<file path="config.mk">
export PLATFORM = sky130hd
export DESIGN_NAME = alu_seq
export DESIGN_NICKNAME = d
export VERILOG_FILES = /design/src/rtl/alu_seq.sv
export SDC_FILE = /design/constraint.sdc
export NUM_CORES = 1
export LEC_CHECK = 0
export BUFFER_PORTS_ARGS = -buffer_cell sky130_fd_sc_hd__buf_4
export CAP_MARGIN = 30
export CORE_MARGIN = 2
export CORE_UTILIZATION = 58
export CTS_CLUSTER_SIZE = 8
export DETAILED_ROUTE_END_ITERATION = 6
export PLACE_DENSITY = 0.89
export SLEW_MARGIN = 20
export SYNTH_ARGS = -nofsm -noshare
export SYNTH_HDL_FRONTEND = slang
export SYNTH_SLANG_ARGS = --single-unit
</file>
<file path="constraint.sdc">
create_clock -name clk -period 3.1 [get_ports clk]
set_input_delay 0.155 -clock clk [delete_from_list [all_inputs] [get_ports clk]]
set_output_delay 0.155 -clock clk [all_outputs]
set_load 0.02 [all_outputs]
</file>
<file path="src/rtl/alu_seq.sv">
// Registered ALU with a valid/ready handshake and a shift-add multiplier.
// It holds the result and the N/Z/C/V flags until they are consumed, and keeps a carry for add-with-carry chains.
module alu_seq #(
  parameter int WIDTH = 16
) (
  input  logic             clk,
  input  logic             rst_n,
  input  logic             in_valid,
  output logic             in_ready,
  input  logic [3:0]       op,
  input  logic [WIDTH-1:0] A,
  input  logic [WIDTH-1:0] B,
  output logic             out_valid,
  input  logic             out_ready,
  output logic [WIDTH-1:0] res,
  output logic [3:0]       flags,
  output logic             err
);

  localparam int SHW = $clog2(WIDTH);

  localparam logic [1:0] IDLE = 2'd0;
  localparam logic [1:0] MUL  = 2'd1;
  localparam logic [1:0] DONE = 2'd2;

  localparam logic [3:0] OP_ADD  = 4'd0;
  localparam logic [3:0] OP_SUB  = 4'd1;
  localparam logic [3:0] OP_OR   = 4'd2;
  localparam logic [3:0] OP_AND  = 4'd3;
  localparam logic [3:0] OP_XOR  = 4'd4;
  localparam logic [3:0] OP_NAND = 4'd5;
  localparam logic [3:0] OP_NOR  = 4'd6;
  localparam logic [3:0] OP_NOT  = 4'd7;
  localparam logic [3:0] OP_SHL  = 4'd8;
  localparam logic [3:0] OP_SHR  = 4'd9;
  localparam logic [3:0] OP_SRA  = 4'd10;
  localparam logic [3:0] OP_MUL  = 4'd11;
  localparam logic [3:0] OP_PASS = 4'd12;
  localparam logic [3:0] OP_ADDC = 4'd13;
  localparam logic [3:0] OP_ROL  = 4'd14;

  logic [1:0]         state;
  logic [WIDTH-1:0]   res_q;
  logic [3:0]         flags_q;
  logic               err_q;
  logic               carry_q;

  logic [2*WIDTH-1:0] acc;
  logic [2*WIDTH-1:0] mcand;
  logic [WIDTH-1:0]   mplier;
  logic [SHW:0]       count;

  logic [SHW-1:0]     sh;
  logic [SHW:0]       rol_back;
  logic [WIDTH:0]     add_sum;
  logic [WIDTH:0]     sub_diff;
  logic [WIDTH:0]     addc_sum;
  logic [WIDTH:0]     shl_wide;
  logic [WIDTH:0]     shr_wide;
  logic [WIDTH-1:0]   sra_res;
  logic [WIDTH-1:0]   rol_res;
  logic               add_v;
  logic               sub_v;
  logic               addc_v;

  logic [WIDTH-1:0]   alu_res;
  logic               alu_c;
  logic               alu_v;
  logic               alu_err;
  logic               alu_upd;

  logic [2*WIDTH-1:0] mul_acc_next;
  logic               mul_last;
  logic               mul_c;

  assign sh = B[SHW-1:0];

  // The extra top bit of each sum catches the carry-out.
  // For the subtraction, that bit is the borrow, which is set exactly when A < B.
  always_comb begin
    add_sum  = {1'b0, A} + {1'b0, B};
    sub_diff = {1'b0, A} - {1'b0, B};
    addc_sum = {1'b0, A} + {1'b0, B} + {{WIDTH{1'b0}}, carry_q};
    add_v    = (A[WIDTH-1] == B[WIDTH-1]) && (add_sum[WIDTH-1] != A[WIDTH-1]);
    sub_v    = (A[WIDTH-1] != B[WIDTH-1]) && (sub_diff[WIDTH-1] != A[WIDTH-1]);
    addc_v   = (A[WIDTH-1] == B[WIDTH-1]) && (addc_sum[WIDTH-1] != A[WIDTH-1]);
  end

  // Widened shifts put the last bit shifted out at a fixed position, and that bit is 0 when sh is 0.
  // A rotate by 0 shifts right by WIDTH, so it returns A unchanged.
  always_comb begin
    shl_wide = {1'b0, A} << sh;
    shr_wide = {A, 1'b0} >> sh;
    sra_res  = $signed(A) >>> sh;
    rol_back = (SHW+1)'(WIDTH) - {1'b0, sh};
    rol_res  = (A << sh) | (A >> rol_back);
  end

  always_comb begin
    alu_res = '0;
    alu_c   = 1'b0;
    alu_v   = 1'b0;
    alu_err = 1'b0;
    alu_upd = 1'b0;
    case (op)
      OP_ADD: begin
        alu_res = add_sum[WIDTH-1:0];
        alu_c   = add_sum[WIDTH];
        alu_v   = add_v;
        alu_upd = 1'b1;
      end
      OP_SUB: begin
        alu_res = sub_diff[WIDTH-1:0];
        alu_c   = sub_diff[WIDTH];
        alu_v   = sub_v;
        alu_upd = 1'b1;
      end
      OP_OR:   alu_res = A | B;
      OP_AND:  alu_res = A & B;
      OP_XOR:  alu_res = A ^ B;
      OP_NAND: alu_res = ~(A & B);
      OP_NOR:  alu_res = ~(A | B);
      OP_NOT:  alu_res = ~A;
      OP_SHL: begin
        alu_res = shl_wide[WIDTH-1:0];
        alu_c   = shl_wide[WIDTH];
        alu_upd = 1'b1;
      end
      OP_SHR: begin
        alu_res = shr_wide[WIDTH:1];
        alu_c   = shr_wide[0];
        alu_upd = 1'b1;
      end
      OP_SRA: begin
        alu_res = sra_res;
        alu_c   = shr_wide[0];
        alu_upd = 1'b1;
      end
      OP_PASS: alu_res = A;
      OP_ADDC: begin
        alu_res = addc_sum[WIDTH-1:0];
        alu_c   = addc_sum[WIDTH];
        alu_v   = addc_v;
        alu_upd = 1'b1;
      end
      OP_ROL:  alu_res = rol_res;
      OP_MUL:  alu_res = '0;
      default: alu_err = 1'b1;
    endcase
  end

  // The result is taken from the accumulator after the final step, so the multiply ends on the WIDTH-th step itself.
  always_comb begin
    mul_acc_next = mplier[0] ? (acc + mcand) : acc;
    mul_last     = (count == {{SHW{1'b0}}, 1'b1});
    mul_c        = |mul_acc_next[2*WIDTH-1:WIDTH];
  end

  always_ff @(posedge clk or negedge rst_n) begin
    if (!rst_n) begin
      state   <= IDLE;
      res_q   <= '0;
      flags_q <= '0;
      err_q   <= 1'b0;
      carry_q <= 1'b0;
      acc     <= '0;
      mcand   <= '0;
      mplier  <= '0;
      count   <= '0;
    end else begin
      case (state)
        IDLE: begin
          if (in_valid) begin
            if (op == OP_MUL) begin
              acc    <= '0;
              mcand  <= {{WIDTH{1'b0}}, A};
              mplier <= B;
              count  <= (SHW+1)'(WIDTH);
              state  <= MUL;
            end else begin
              res_q <= alu_res;
              err_q <= alu_err;
              if (alu_err) begin
                flags_q <= 4'b0000;
              end else begin
                flags_q <= {alu_res[WIDTH-1], (alu_res == '0), alu_c, alu_v};
              end
              if (alu_upd) begin
                carry_q <= alu_c;
              end
              state <= DONE;
            end
          end
        end
        MUL: begin
          acc    <= mul_acc_next;
          mcand  <= mcand << 1;
          mplier <= mplier >> 1;
          count  <= count - 1'b1;
          if (mul_last) begin
            res_q   <= mul_acc_next[WIDTH-1:0];
            flags_q <= {mul_acc_next[WIDTH-1], (mul_acc_next[WIDTH-1:0] == '0), mul_c, 1'b0};
            err_q   <= 1'b0;
            carry_q <= mul_c;
            state   <= DONE;
          end
        end
        DONE: begin
          if (out_ready) begin
            state <= IDLE;
          end
        end
        default: state <= IDLE;
      endcase
    end
  end

  assign in_ready  = (state == IDLE);
  assign out_valid = (state == DONE);
  assign res       = res_q;
  assign flags     = flags_q;
  assign err       = err_q;

endmodule

</file>
==> results.yml, run 1 <==
pwr:
  p_sw_share_pct: 46.5
  power.total_uw: 10400
  pwr-share-comb_pct: 66.1
  seq_power_share_pct: 22.4
  ir_drop_mv: 0.505
  p_leak_uw: 0.00788
  power_per_cell_area_nw_per_um2: 615
  intPower_uw: 5570
  p_sw_uw: 4830
  clockPowerShare_pct: 11.4
global_route:
  grt_max_degree: 110
  grt_pass1_vias: 14900
  overflow: 0
  track_usage_pct: 46.5
  grt_pass1_wl_um: 86100
  grt_antenna_before_repair: 1
yosys:
  synthesis.area_um2: 13300
  async_flop_share_pct: 100
  synth_edf_count: 0
  synth_top_flop_cell: "dfrtp_1"
  yosysTopAreaCell: "dfrtp_1"
  yosysWarningCount: 0
  synth_cells: 1696
  synth_area_leaders: "dfrtp_1 21%, ha_1 8.0%, nand2_1 5.5%"
  synth_cell_types: 98
  syn_nets: 1824
  ys_seq_elements: 109
  syn_area_per_cell_um2: 7.83
  ys_seq_area_share_pct: 20.6
  netlist.area_leader.share_pct: 20.6
placement:
  gp_congestion: 1.11
  dpl.hpwl_um: 44700
  pre_cts_slack_ps: -452
  portBuffers: 62
  dpl-instance-area_um2: 16400
critical_path:
  crit_chain: "ha_1 -> buf_4 -> o211ai_1 -> o21ai_0 -> o2bb2ai_1 -> nor2_1 -> buf_4 -> o31ai_1 -> xor2_1 -> o31ai_1 -> and3_1 -> and3_1 -> a22oi_1"
  cp-end-kind: "register"
  path_class: "reg -> reg"
  cpPeakStageDelay_ps: 440
  path_max_fanout: 4
  cpMaxStageDelayCell: "dfrtp_1"
  cp.arrival_ps: 3540
  crit_required_ps: 3380
  critPathLaunchType: "register"
cells_and_area:
  final_area_um2: 16900
  seqCellArea_um2: 2730
  area_delta_synth_final_pct: 27.5
  insertedDiodeCount: 0
  fillCellCount: 1646
  fin_util_pct: 74.9
  multi_input_area_um2: 10000
  final_nets: 2119
  drive_gt1_share_pct: 28.2
sta:
  rsz0062_at_grt: "yes"
  max_freq_ghz: 0.307
  holdWs_ps: 95.9
  finalSetupViolations: 2
  finalClockSkew_ps: 12.5
  fin_crit_ps: 3260
  maxSlewViolCount: 0
  maxSlewHeadroom_pct: 38.3
  final.period_utilization_pct: 105
  worst-slew-pin-transition_ps: 912
  finalWorstSetupSlack_ps: -160
  hold_viol_final: 0
outcome:
  violations: "design-rule violations, negative setup slack"
  status: "finished, violations left"
routing:
  routed_wl_um: 57400
  drtIter0Drc: 2200
  ant_nets: 0
  drc: 2
  via_per_inst: 6.89
  vias: 15700
  wl_per_cell_um: 25.2
  firstDrtPassIters: 7
die:
  die-area_um2: 24100
  io_pins: 63
  fp.dieW_um: 155
  rows: 55
  start_util_pct: 58.8
  core_area_um2: 22600
  die_h_um: 155
cts:
  insertion_delay_ps: 360
  cts_buffers: 9
  clk_pin_slew_worst_paths_ps: 80
  htree_levels: 3
  cts_tree: "done"
  cts.sinks: 109
  clock_path_buffers: 2
  cts_root_buf: "clkbuf_16"
job:
  cap_viol_max_count: 0
worst_hold_path:
  hold_class: "in -> reg"
==> critical path: cells and delay by family (launching register included) <==
family / cells / cell delay (ps)
compound gates: 6 / 1180
simple gates: 3 / 600
flops: 1 / 440
fa+ha+maj: 1 / 360
xor+xnor: 1 / 310
buf+inv: 2 / 290
==> sequential cells by signal, indices dropped and copies added, names as in the netlist <==
register  count
carry_q       1
count         5
flags         4
mcand        32
acc          32
err           1
state         2
res          16
mplier       16
==> per-stage QoR <==
stage          setup TNS [ps]  cells
4_1_cts                  -180   2278
3_5_place_dp            -3100   2256
6_report                 -312   2280
3_3_place_gp            -2150   2256
5_1_grt                  -672   2280
2_1_floorplan               0   1696
==> layout make-up <==
class,count,area share [%]
Multi-Input combinational cell,1388,59.3
Timing Repair Buffer,419,19.2
Sequential cell,109,16.1
Tap cell,285,2.11
Inverter,64,1.54
Clock buffer,9,1.33
Clock inverter,6,0.333
==> synth_stat cells (6+ instances only) <==
cell       instances
a2111oi_0         12
a211o_1           12
a211oi_1          28
a21boi_0           7
a21o_1            36
a21oi_1           99
a22o_1            33
a22oi_1            7
a31oi_1           46
a41oi_1            7
and3_1            22
buf_1             10
buf_2             21
clkbuf_1         100
dfrtp_1          109
ha_1              85
inv_1             59
mux2_2            27
mux2i_1           54
mux4_2            31
nand2_1          196
nand2b_1          23
nand3_1           35
nand4_1           19
nor2_1           166
nor2b_1           22
nor3_1            37
nor3b_1            9
nor4_1             9
o2111ai_1          6
o211a_1            6
o211ai_1          22
o21a_1             6
o21ai_0           88
o21ai_1            8
o221ai_1           7
o22ai_1           18
o2bb2ai_1          7
o31ai_1           11
o32ai_1            8
or2_2              8
or3_1             12
xnor2_1           45
xor2_1            19
==> power groups by stage <==
| stage | logic, uW | clock network (uW) | registers, uW |
|---|---|---|---|
| after global placement | 6130 | 0 | 2300 |
| after detailed placement | 6300 | 0 | 2320 |
| after global routing | 7280 | 1220 | 2370 |
| final | 6880 | 1190 | 2330 |
| after floorplan | 3470 | 0 | 2330 |
| after CTS | 6400 | 1180 | 2310 |
==> cell usage in the layout, fill, tap and decap left out, types with 9 or more instances in the layout <==
master / netlist / final
dfrtp_1: 109 / 109
inv_1: 59 / 58
a22o_1: 33 / 33
nor2b_1: 22 / 21
o211ai_1: 22 / 22
xor2_1: 19 / 19
a21oi_1: 99 / 94
a211o_1: 12 / 12
o31ai_1: 11 / 10
nand2_1: 196 / 196
o21ai_0: 88 / 87
o22ai_1: 18 / 18
mux2i_1: 54 / 53
mux2_2: 27 / 24
or3_1: 12 / 11
nor3b_1: 9 / 9
nand3_1: 35 / 34
nand4_1: 19 / 19
buf_4: 3 / 408
clkbuf_16: 0 / 9
mux4_2: 31 / 31
ha_1: 85 / 82
a31oi_1: 46 / 44
xnor2_1: 45 / 42
nor2_1: 166 / 165
nor3_1: 37 / 36
nand2b_1: 23 / 20
a21o_1: 36 / 35
and3_1: 22 / 21
a211oi_1: 28 / 25
==> cell families after synthesis <==
group | after synthesis | share of synthesized area, %
and+or+nand+nor | 592 | 21.2
adders and majority gates | 88 | 8.47
muxes | 113 | 11.7
buffers and inverters | 199 | 5.97
DFF | 109 | 20.6
AOI/OAI and AO/OA | 529 | 27.6
xor gates and xnor gates | 66 | 4.52
==> timing repair <==
action                                  CTS  global route
endpoints found under the setup margin    6            15
resized for setup                        10            30
hold buffers                              2             0
pin swaps                                 6            12
setup buffers                             5             2
endpoints found under the hold margin   110             0
gates cloned                              0             0
==> worst paths after layout <==
| kind | cells past startpoint | from | slack, ps | end |
|---|---|---|---|---|
| hold / removal | 3 | B[13] | 100 | mplier[13]$_DFFE_PN0P_ |
| min in group asynchronous | 3 | rst_n | 420 | res[8]$_DFFE_PN0P_ |
| setup reg to reg | 13 | mcand[4]$_DFFE_PN0P_ | -160 | carry_q$_DFFE_PN0P_ |
| max in group asynchronous | 3 | rst_n | 2260 | mplier[11]$_DFFE_PN0P_ |
| hold reg to reg | 2 | res[2]$_DFFE_PN0P_ | 490 | res[2]$_DFFE_PN0P_ |
| setup / recovery | 13 | mcand[4]$_DFFE_PN0P_ | -160 | carry_q$_DFFE_PN0P_ |
==> layer usage <==
layer	up-vias	GRT usage, %	wire length, um
met3	279	7.38	6070
met5	-	0	14
li1	6885	-	-
met1	7375	57.7	20900
met4	2	30.8	4720
met2	1168	75.0	25700
Note: power is estimated with default switching activity, not from simulation.
==> run 2: changes to the inputs <==
SKIP_CTS_REPAIR_TIMING = 1   (was not set)
==> run 2 against run 1 <==
  * The run ends with negative setup slack left
  * Via count shrank 0.47%
  * Critical path depth is the same
  * Fmax shrank 1.5%
  * Cell area shrank 0.25%
  * Sequential cell count is the same
  * Cell count shrank 0.18%
  * Largest cell class unchanged
  * Largest power group unchanged
==> results.yml, run 2 (synthesized netlist as in run 1, its figures left out) <==
cts:
  cts.sinks: 109
  htree_levels: 3
  clk_pin_slew_worst_paths_ps: 80
  cts_tree: "done"
  cts_buffers: 9
  clock_path_buffers: 2
  cts_root_buf: "clkbuf_16"
  insertion_delay_ps: 360
global_route:
  grt_pass1_wl_um: 85400
  grt_antenna_before_repair: 2
  grt_max_degree: 110
  track_usage_pct: 46.2
  overflow: 0
  grt_pass1_vias: 14800
cells_and_area:
  final_cell_mix: "403 x buf_4, 196 x nand2_1, 165 x nor2_1"
  final_nets: 2115
  final_area_um2: 16900
  final_common_cell: "buf_4"
  area_delta_synth_final_pct: 27.1
  insertedDiodeCount: 0
  reg_top3: "acc (32), mcand (32)"
  drive_gt1_share_pct: 27.9
  fillCellCount: 1651
critical_path:
  cp-end-kind: "register"
  critPathBufInv: 2
  crit_required_ps: 3380
  crit_chain: "ha_1 -> buf_4 -> o211ai_1 -> o21ai_0 -> o2bb2ai_1 -> nor2_1 -> buf_4 -> o31ai_1 -> xor2_1 -> o31ai_1 -> and3_1 -> and3_1 -> a22oi_1"
  path_class: "reg -> reg"
  path_depth: 13
  cp.arrival_ps: 3590
  critPathLaunchType: "register"
  rr_startpoint: "mcand[4]$_DFFE_PN0P_"
  reg2regPathDepth: 13
  path_max_fanout: 4
  cpMaxStageDelayCell: "dfrtp_1"
  cpPeakStageDelay_ps: 440
  cp_top_family: "compound AO/OA/AOI/OAI gates"
  setup.worst_path.start: "mcand[4]$_DFFE_PN0P_"
routing:
  wl_per_cell_um: 25.0
  wl_met2_um: 25400
  drc: 0
  drtIter0Drc: 2068
  routed_wl_um: 56900
  via_per_inst: 6.87
  ant_nets: 0
  routedLengthMet1_um: 21000
  top_layer: "met5"
  route.met3.wl_um: 5750
  vias: 15600
  firstDrtPassIters: 7
sta:
  hold_viol_final: 0
  finalWorstSetupSlack_ps: -211
  setup_tns_ps: -482
  maxSlewViolCount: 0
  finalSetupViolations: 3
  finalClockSkew_ps: 13.8
  maxSlewHeadroom_pct: 38.4
  final.period_utilization_pct: 107
  max_freq_ghz: 0.302
  fin_crit_ps: 3310
  rsz0062_at_grt: "yes"
  worst-slew-pin-transition_ps: 911
outcome:
  violations: "negative setup slack"
  status: "finished, violations left"
die:
  die_h_um: 155
  core_area_um2: 22600
  start_util_pct: 58.8
  rows: 55
  die-area_um2: 24100
  fp.dieW_um: 155
  io_pins: 63
placement:
  gp_congestion: 1.11
  portBuffers: 62
  dpl.hpwl_um: 44700
  dpl-instance-area_um2: 16400
  pre_cts_slack_ps: -452
worst_hold_path:
  hold_class: "in -> reg"
  whs_path_depth: 3
  min-delay-start: "B[13]"
pwr:
  p_leak_uw: 0.00786
  ir_drop_mv: 0.531
  power_per_cell_area_nw_per_um2: 609
job:
  cap_viol_max_count: 0
==> run 2: routing by layer <==
layer,global-route usage [%],vias up
met4,31.1,4
met3,7.44,268
met5,0,-
met1,57.5,7349
li1,-,6886
met2,74.1,1128
==> run 2: path summary, 6_finish.rpt <==
kind	slack, ps	end
min in group asynchronous	420	res[4]$_DFFE_PN0P_
worst max register to register	-210	carry_q$_DFFE_PN0P_
worst min register to register	490	res[10]$_DFFE_PN0P_
worst max-delay path	-210	carry_q$_DFFE_PN0P_
worst min-delay path	100	mplier[13]$_DFFE_PN0P_
max in group asynchronous	2260	mcand[31]$_DFFE_PN0P_
==> run 2: cell type report <==
class	count	area, um2	share of cell area [%]
Tap cell	285	357	2.11
Timing Repair Buffer	415	3230	19.1
Clock buffer	9	225	1.33
Multi-Input combinational cell	1388	10000	59.4
Clock inverter	6	56.3	0.334
Sequential cell	109	2730	16.2
Inverter	64	260	1.54
==> run 2: stage by stage <==
step | hold WS, ps | instances | power, uW | utilization, %
after global routing | 109 | 2276 | 10800 | 74.8
after global placement | 276 | 2256 | 8440 | 72.6
after CTS | -95.2 | 2271 | 9840 | 73.8
final | 96.6 | 2276 | 10300 | 74.8
after detailed placement | 286 | 2256 | 8620 | 72.6
after floorplan | -141 | 1696 | 5800 | -
==> run 2: worst reg2reg max path, delay by kind of cell (launching register included) <==
| family | cells | cell delay (ps) |
|---|---|---|
| AOI/OAI and AO/OA | 6 | 1240 |
| xor gates and xnor gates | 1 | 290 |
| adders and majority gates | 1 | 360 |
| buffers and inverters | 2 | 300 |
| DFF | 1 | 440 |
| and+or+nand+nor | 3 | 600 |
==> run 2: where the power goes <==
| group | internal [uW] | total (uW) | switching [uW] |
|---|---|---|---|
| clock | 561 | 1190 | 625 |
| combinational | 3050 | 6760 | 3710 |
| sequential | 1910 | 2340 | 430 |
